**config.mk**
```make
export PLATFORM = sky130hd
export DESIGN_NAME = div_restoring
export DESIGN_NICKNAME = d
export VERILOG_FILES = /design/src/rtl/div_restoring_pkg.sv /design/src/rtl/div_restoring_step.sv /design/src/rtl/div_restoring.sv
export SDC_FILE = /design/constraint.sdc
export NUM_CORES = 1
export LEC_CHECK = 0
export CAP_MARGIN = 25
export CORE_MARGIN = 2
export CORE_UTILIZATION = 55
export DETAILED_ROUTE_END_ITERATION = 10
export PLACE_DENSITY = 0.8
export SETUP_SLACK_MARGIN = 0.2
export SLEW_MARGIN = 10
export SYNTH_ARGS = -nofsm -noshare
export SYNTH_HDL_FRONTEND = slang
export SYNTH_HIERARCHICAL = 1
export SYNTH_SLANG_ARGS = --single-unit
```
**constraint.sdc**
```tcl
create_clock -name clk -period 4.5 [get_ports clk]
set_input_delay 0.9 -clock clk [delete_from_list [all_inputs] [get_ports clk]]
set_output_delay 0.9 -clock clk [all_outputs]
set_load 0.05 [all_outputs]
```
**src/rtl/div_restoring_pkg.sv**
```systemverilog
// Shared widths and handshake state encoding for the shift-add multiplier / restoring divider pair.
package div_restoring_pkg;

  localparam int unsigned OP_W  = 16;
  localparam int unsigned CNT_W = 11;
  localparam int unsigned BIT_W = 4;

  typedef enum logic [2:0] {
    ST_IDLE  = 3'd0,
    ST_LOAD  = 3'd1,
    ST_CHECK = 3'd2,
    ST_ITER  = 3'd3,
    ST_END   = 3'd4
  } state_t;

endpackage

```
**src/rtl/div_restoring_step.sv**
```systemverilog
// One restoring-division iteration: 17-bit trial subtract of the divisor from {rem, msb}.
module div_restoring_step
  import div_restoring_pkg::*;
(
  input  logic [OP_W:0]   t,
  input  logic [OP_W-1:0] dsr,
  output logic [OP_W-1:0] rem_next,
  output logic            qbit
);

  logic [OP_W:0] diff;

  // rem < dsr on entry, so the difference always fits OP_W bits when it is taken
  always_comb begin
    diff     = t - {1'b0, dsr};
    qbit     = (t >= {1'b0, dsr});
    rem_next = qbit ? diff[OP_W-1:0] : t[OP_W-1:0];
  end

endmodule

```
**src/rtl/div_restoring.sv**
```systemverilog
// Sequential 32/16 restoring divider with init/done handshake; one quotient bit per clock.
module div_restoring
  import div_restoring_pkg::*;
#(
  parameter int unsigned DONE_HOLD = 2000
) (
  input  logic              clk,
  input  logic              reset,
  input  logic              init,
  input  logic [2*OP_W-1:0] op_A,
  input  logic [OP_W-1:0]   op_B,
  output logic [OP_W-1:0]   quotient,
  output logic [OP_W-1:0]   remainder,
  output logic              overflow,
  output logic              done
);

  state_t            state;
  logic [OP_W-1:0]   rem;
  logic [OP_W-1:0]   dvd;
  logic [OP_W-1:0]   dsr;
  logic [BIT_W-1:0]  bit_cnt;
  logic [CNT_W-1:0]  count;
  logic [OP_W:0]     step_t;
  logic [OP_W-1:0]   step_rem;
  logic              step_q;

  assign step_t = {rem, dvd[OP_W-1]};

  div_restoring_step u_step (
    .t        (step_t),
    .dsr      (dsr),
    .rem_next (step_rem),
    .qbit     (step_q)
  );

  always_ff @(posedge clk) begin
    if (reset) begin
      state     <= ST_IDLE;
      rem       <= '0;
      dvd       <= '0;
      dsr       <= '0;
      bit_cnt   <= '0;
      count     <= '0;
      quotient  <= '0;
      remainder <= '0;
      overflow  <= 1'b0;
      done      <= 1'b0;
    end else begin
      case (state)
        ST_IDLE: begin
          done  <= 1'b0;
          count <= '0;
          if (init) state <= ST_LOAD;
        end
        ST_LOAD: begin
          rem       <= op_A[2*OP_W-1:OP_W];
          dvd       <= op_A[OP_W-1:0];
          dsr       <= op_B;
          overflow  <= 1'b0;
          quotient  <= '0;
          remainder <= '0;
          state     <= ST_CHECK;
        end
        // Upper half >= divisor means the quotient cannot fit OP_W bits
        ST_CHECK: begin
          if ((dsr == '0) || (rem >= dsr)) begin
            overflow  <= 1'b1;
            quotient  <= '1;
            remainder <= rem;
            state     <= ST_END;
          end else begin
            bit_cnt <= '0;
            state   <= ST_ITER;
          end
        end
        ST_ITER: begin
          rem     <= step_rem;
          dvd     <= {dvd[OP_W-2:0], step_q};
          bit_cnt <= bit_cnt + BIT_W'(1);
          if (bit_cnt == BIT_W'(OP_W - 1)) begin
            quotient  <= {dvd[OP_W-2:0], step_q};
            remainder <= step_rem;
            state     <= ST_END;
          end
        end
        ST_END: begin
          done  <= 1'b1;
          count <= count + CNT_W'(1);
          if (count == CNT_W'(DONE_HOLD - 1)) state <= ST_IDLE;
        end
        default: state <= ST_IDLE;
      endcase
    end
  end

endmodule
```
==> flow_metrics.env <==
export IMPL_status="finished clean"
export IMPL_synth_ff_type="dfxtp_1"
export IMPL_clk_latency_ps=400
export IMPL_drc_errors=0
export IMPL_hold_path_depth=2
export IMPL_viasPerCell=5.772
export IMPL_clkTransAtPathRegs_ps=110
export IMPL_post_cts_buffers=0
export IMPL_min_to="quotient[11]"
export IMPL_cp_max_fo=14
export IMPL_netlist_area_sq_mm=0.006001
export IMPL_multiInputGateArea_sq_mm=0.003607
export IMPL_antennaDiodeCount=0
export IMPL_arrival_ps=3490
export IMPL_finalSetupViolCount=0
export IMPL_grt_max_degree=39
export IMPL_power_internal_mw=3.147
export IMPL_cp_start_kind="flip-flop"
export IMPL_worstHoldStart="dvd[10]"
export IMPL_synth_commonest_cells="nand2_1, dfxtp_1, nor2_1"
export IMPL_max_clock_freq_ghz=0.3112
export IMPL_r2r_end="remainder[10]"
export IMPL_r2r_setup_slack_ps=1290
export IMPL_whs_ps=485.6
export IMPL_worstSetupPathType="reg -> reg"
export IMPL_fin_skew_ps=17.62
export IMPL_wirelength_um=16030
export IMPL_period_minus_slack_ps=3213
export IMPL_track_usage_pct=28.01
export IMPL_worstPathRequired_ps=4780
export IMPL_yosysSeqAreaShare_pct=33.36
export IMPL_ff2ff_path_depth=12
export IMPL_placedInstanceArea_sq_mm=0.006848
export IMPL_leakage_nw=2.719
export IMPL_antenna_found_initial=0
export IMPL_initial_core_util_pct=55.85
export IMPL_postSynthCellCount=760
export IMPL_worst_pin_slew_ps=804.4
export IMPL_p_seq_share_pct=21.8
export IMPL_place_gp_congestion=0.9369
export IMPL_cts_resized_gates=0
export IMPL_fin_util_pct=65.74
export IMPL_p_clk_share_pct=9.9
export IMPL_clock_path_buffers=2
export IMPL_grt_pass1_vias=5277
export IMPL_slew_headroom_pct=46.30
export IMPL_grt_ovfl_total=0
export IMPL_yosys_warnings=6
export IMPL_synth_most_common_cell="nand2_1"
export IMPL_die_w_um=108.5
export IMPL_critPathCaptureType="flip-flop"
export IMPL_r2r_start="dsr[1]"
export IMPL_cts_sinks=100
export IMPL_syn2layout_area_growth_pct=17.72
export IMPL_drive_gt1_share_pct=7.439
export IMPL_core_sq_mm=0.01075
export IMPL_final_hold_viol_count=0
export IMPL_worstHoldPathType="reg -> reg"
export IMPL_rsz0062_at_grt="false"
export IMPL_drt_iter0_drc=314
export IMPL_fin_crit_sh_pct=71.40
export IMPL_dp_cells=943
export IMPL_io_pin_count=85
export IMPL_cts_buffers=9
export IMPL_synth_top_area_share_pct=33.36
export IMPL_synth_seq_cells=100
export IMPL_grt_pass1_wl_um=25720
export IMPL_stdcell_area_sq_mm=0.007064
export IMPL_die_area_sq_mm=0.01176
export IMPL_cts_root_buf="clkbuf_8"
export IMPL_post_synth_cell_area_avg_sq_um=7.896
export IMPL_vdd_ir_drop_max_mv=0.5577
export IMPL_p_sw_mw=3.035
export IMPL_setup_tns_ps=0
export IMPL_vias=5541
export IMPL_fillers=918
export IMPL_nets=901
export IMPL_drt_pass1_iter_count=5
export IMPL_io_buffers=84
export IMPL_rows=38
export IMPL_dp_hpwl_um=11320
export IMPL_synthTopCellsByArea="dfxtp_1, nand2_1, ha_1, nor2_1, a21oi_1"
export IMPL_ctsHtreeMaxLevel=3
export IMPL_antenna_left=0
export IMPL_syn_nets=846
export IMPL_power_total_mw=6.182
export IMPL_worst_slack_ps=1287
export IMPL_maxCapViolCount=0
export IMPL_seq_area_sq_mm=0.002002
export IMPL_postCtsHoldBufs=0
export IMPL_p_sw_share_pct=49.10
export IMPL_preCtsSetupSlack_ps=1354
export IMPL_synth_top_area_cell="dfxtp_1"
export IMPL_routedWlPerCell_um=16.70
export IMPL_power_density_mw_per_mm2=875.2
export IMPL_synth_cell_types=61
export IMPL_maxSlewViolCount=0
export IMPL_die_height_um=108.5
export IMPL_final_cell_count_no_fill=960
export IMPL_cts_tree="done"
export IMPL_async_reset_ff_share_pct=0
export IMPL_combPwrFrac_pct=68.4
export IMPL_synth_edf_count=0
-- worst max-delay path by stage --
stage | start | end | slack (ps) | cells past startpoint
after floorplan | dsr[14] | remainder[10] | 1630 | 14
after global placement | dsr[14] | remainder[15] | 1390 | 12
after detailed placement | dsr[1] | remainder[4] | 1350 | 12
after CTS | dsr[1] | remainder[10] | 1300 | 12
after global routing | dsr[1] | remainder[10] | 1090 | 12
final | dsr[1] | remainder[10] | 1290 | 12
-- flip-flops by register name, summed over array words and instances (netlist names) --
register / count
dvd: 16
remainder: 16
quotient: 16
rem: 16
overflow: 1
dsr: 16
count: 11
state: 3
done: 1
bit_cnt: 4
-- worst max-delay path: stages, from the launching register on --
cell	delay (ps)
dfxtp_1	490
inv_1	80
ha_1	310
nor2b_1	200
o21bai_1	140
a311oi_1	380
o21ai_1	160
o21a_4	260
inv_4	230
mux2_4	340
mux2i_1	160
nor2_1	60
mux2_4	270
-- cell families after synthesis --
logic type / after synthesis / share of synthesized area [%]
and+or+nand+nor: 284 / 20.96
AOI/OAI and AO/OA: 182 / 19.35
muxes: 48 / 9.716
adders and majority gates: 35 / 7.423
buffers and inverters: 93 / 6.568
DFF: 100 / 33.36
xor gates and xnor gates: 18 / 2.627
-- power groups by stage --
stage / Sequential [mW] / Clock, mW / Combinational, mW
after floorplan: 1.45 / 0 / 3.22
after global placement: 1.35 / 0 / 4.08
after detailed placement: 1.36 / 0 / 4.16
after CTS: 1.34 / 0.629 / 4.17
after global routing: 1.38 / 0.658 / 4.58
final: 1.34 / 0.611 / 4.23
-- area by class of cell --
type                            instances  share of cell area (%)
Clock buffer                           12                   2.055
Timing Repair Buffer                   93                   12.89
Tap cell                              140                   2.480
Multi-Input combinational cell        567                   51.06
Sequential cell                       100                   28.34
Inverter                               44                   2.373
Clock inverter                          4                  0.7970
-- layout by cell type, fill, tap and decap left out, drive strengths merged, types with 2 or more instances in the layout --
master / netlist / routed
a2111oi: 2 / 2
a211o: 2 / 2
a211oi: 21 / 21
a21o: 3 / 3
a21oi: 57 / 57
a22oi: 2 / 2
a311oi: 18 / 18
a31oi: 7 / 7
a41o: 2 / 2
and2: 3 / 3
and3: 3 / 3
buf: 10 / 10
clkbuf: 39 / 12
clkdlybuf4s50: 0 / 83
dfxtp: 100 / 100
ha: 34 / 34
inv: 44 / 46
mux2: 28 / 28
mux2i: 20 / 20
nand2: 125 / 125
nand2b: 5 / 5
nand3: 8 / 8
nand4: 11 / 11
nor2: 95 / 95
nor2b: 17 / 17
nor3: 2 / 2
nor4: 4 / 4
o211ai: 2 / 2
o21a: 4 / 4
o21ai: 49 / 49
o21bai: 5 / 5
or2: 2 / 2
or3: 5 / 5
xnor2: 9 / 9
xor2: 9 / 9
-- per-layer routing --
metal / vias up / wire length, um / GRT usage [%]
li1: 2738 / - / -
met4: 0 / 512 / 11.45
met3: 38 / 860 / 6.570
met1: 2585 / 6841 / 33.42
met2: 180 / 7820 / 48.26
met5: - / 0 / 0
Note: power is estimated with default switching activity, not from simulation.
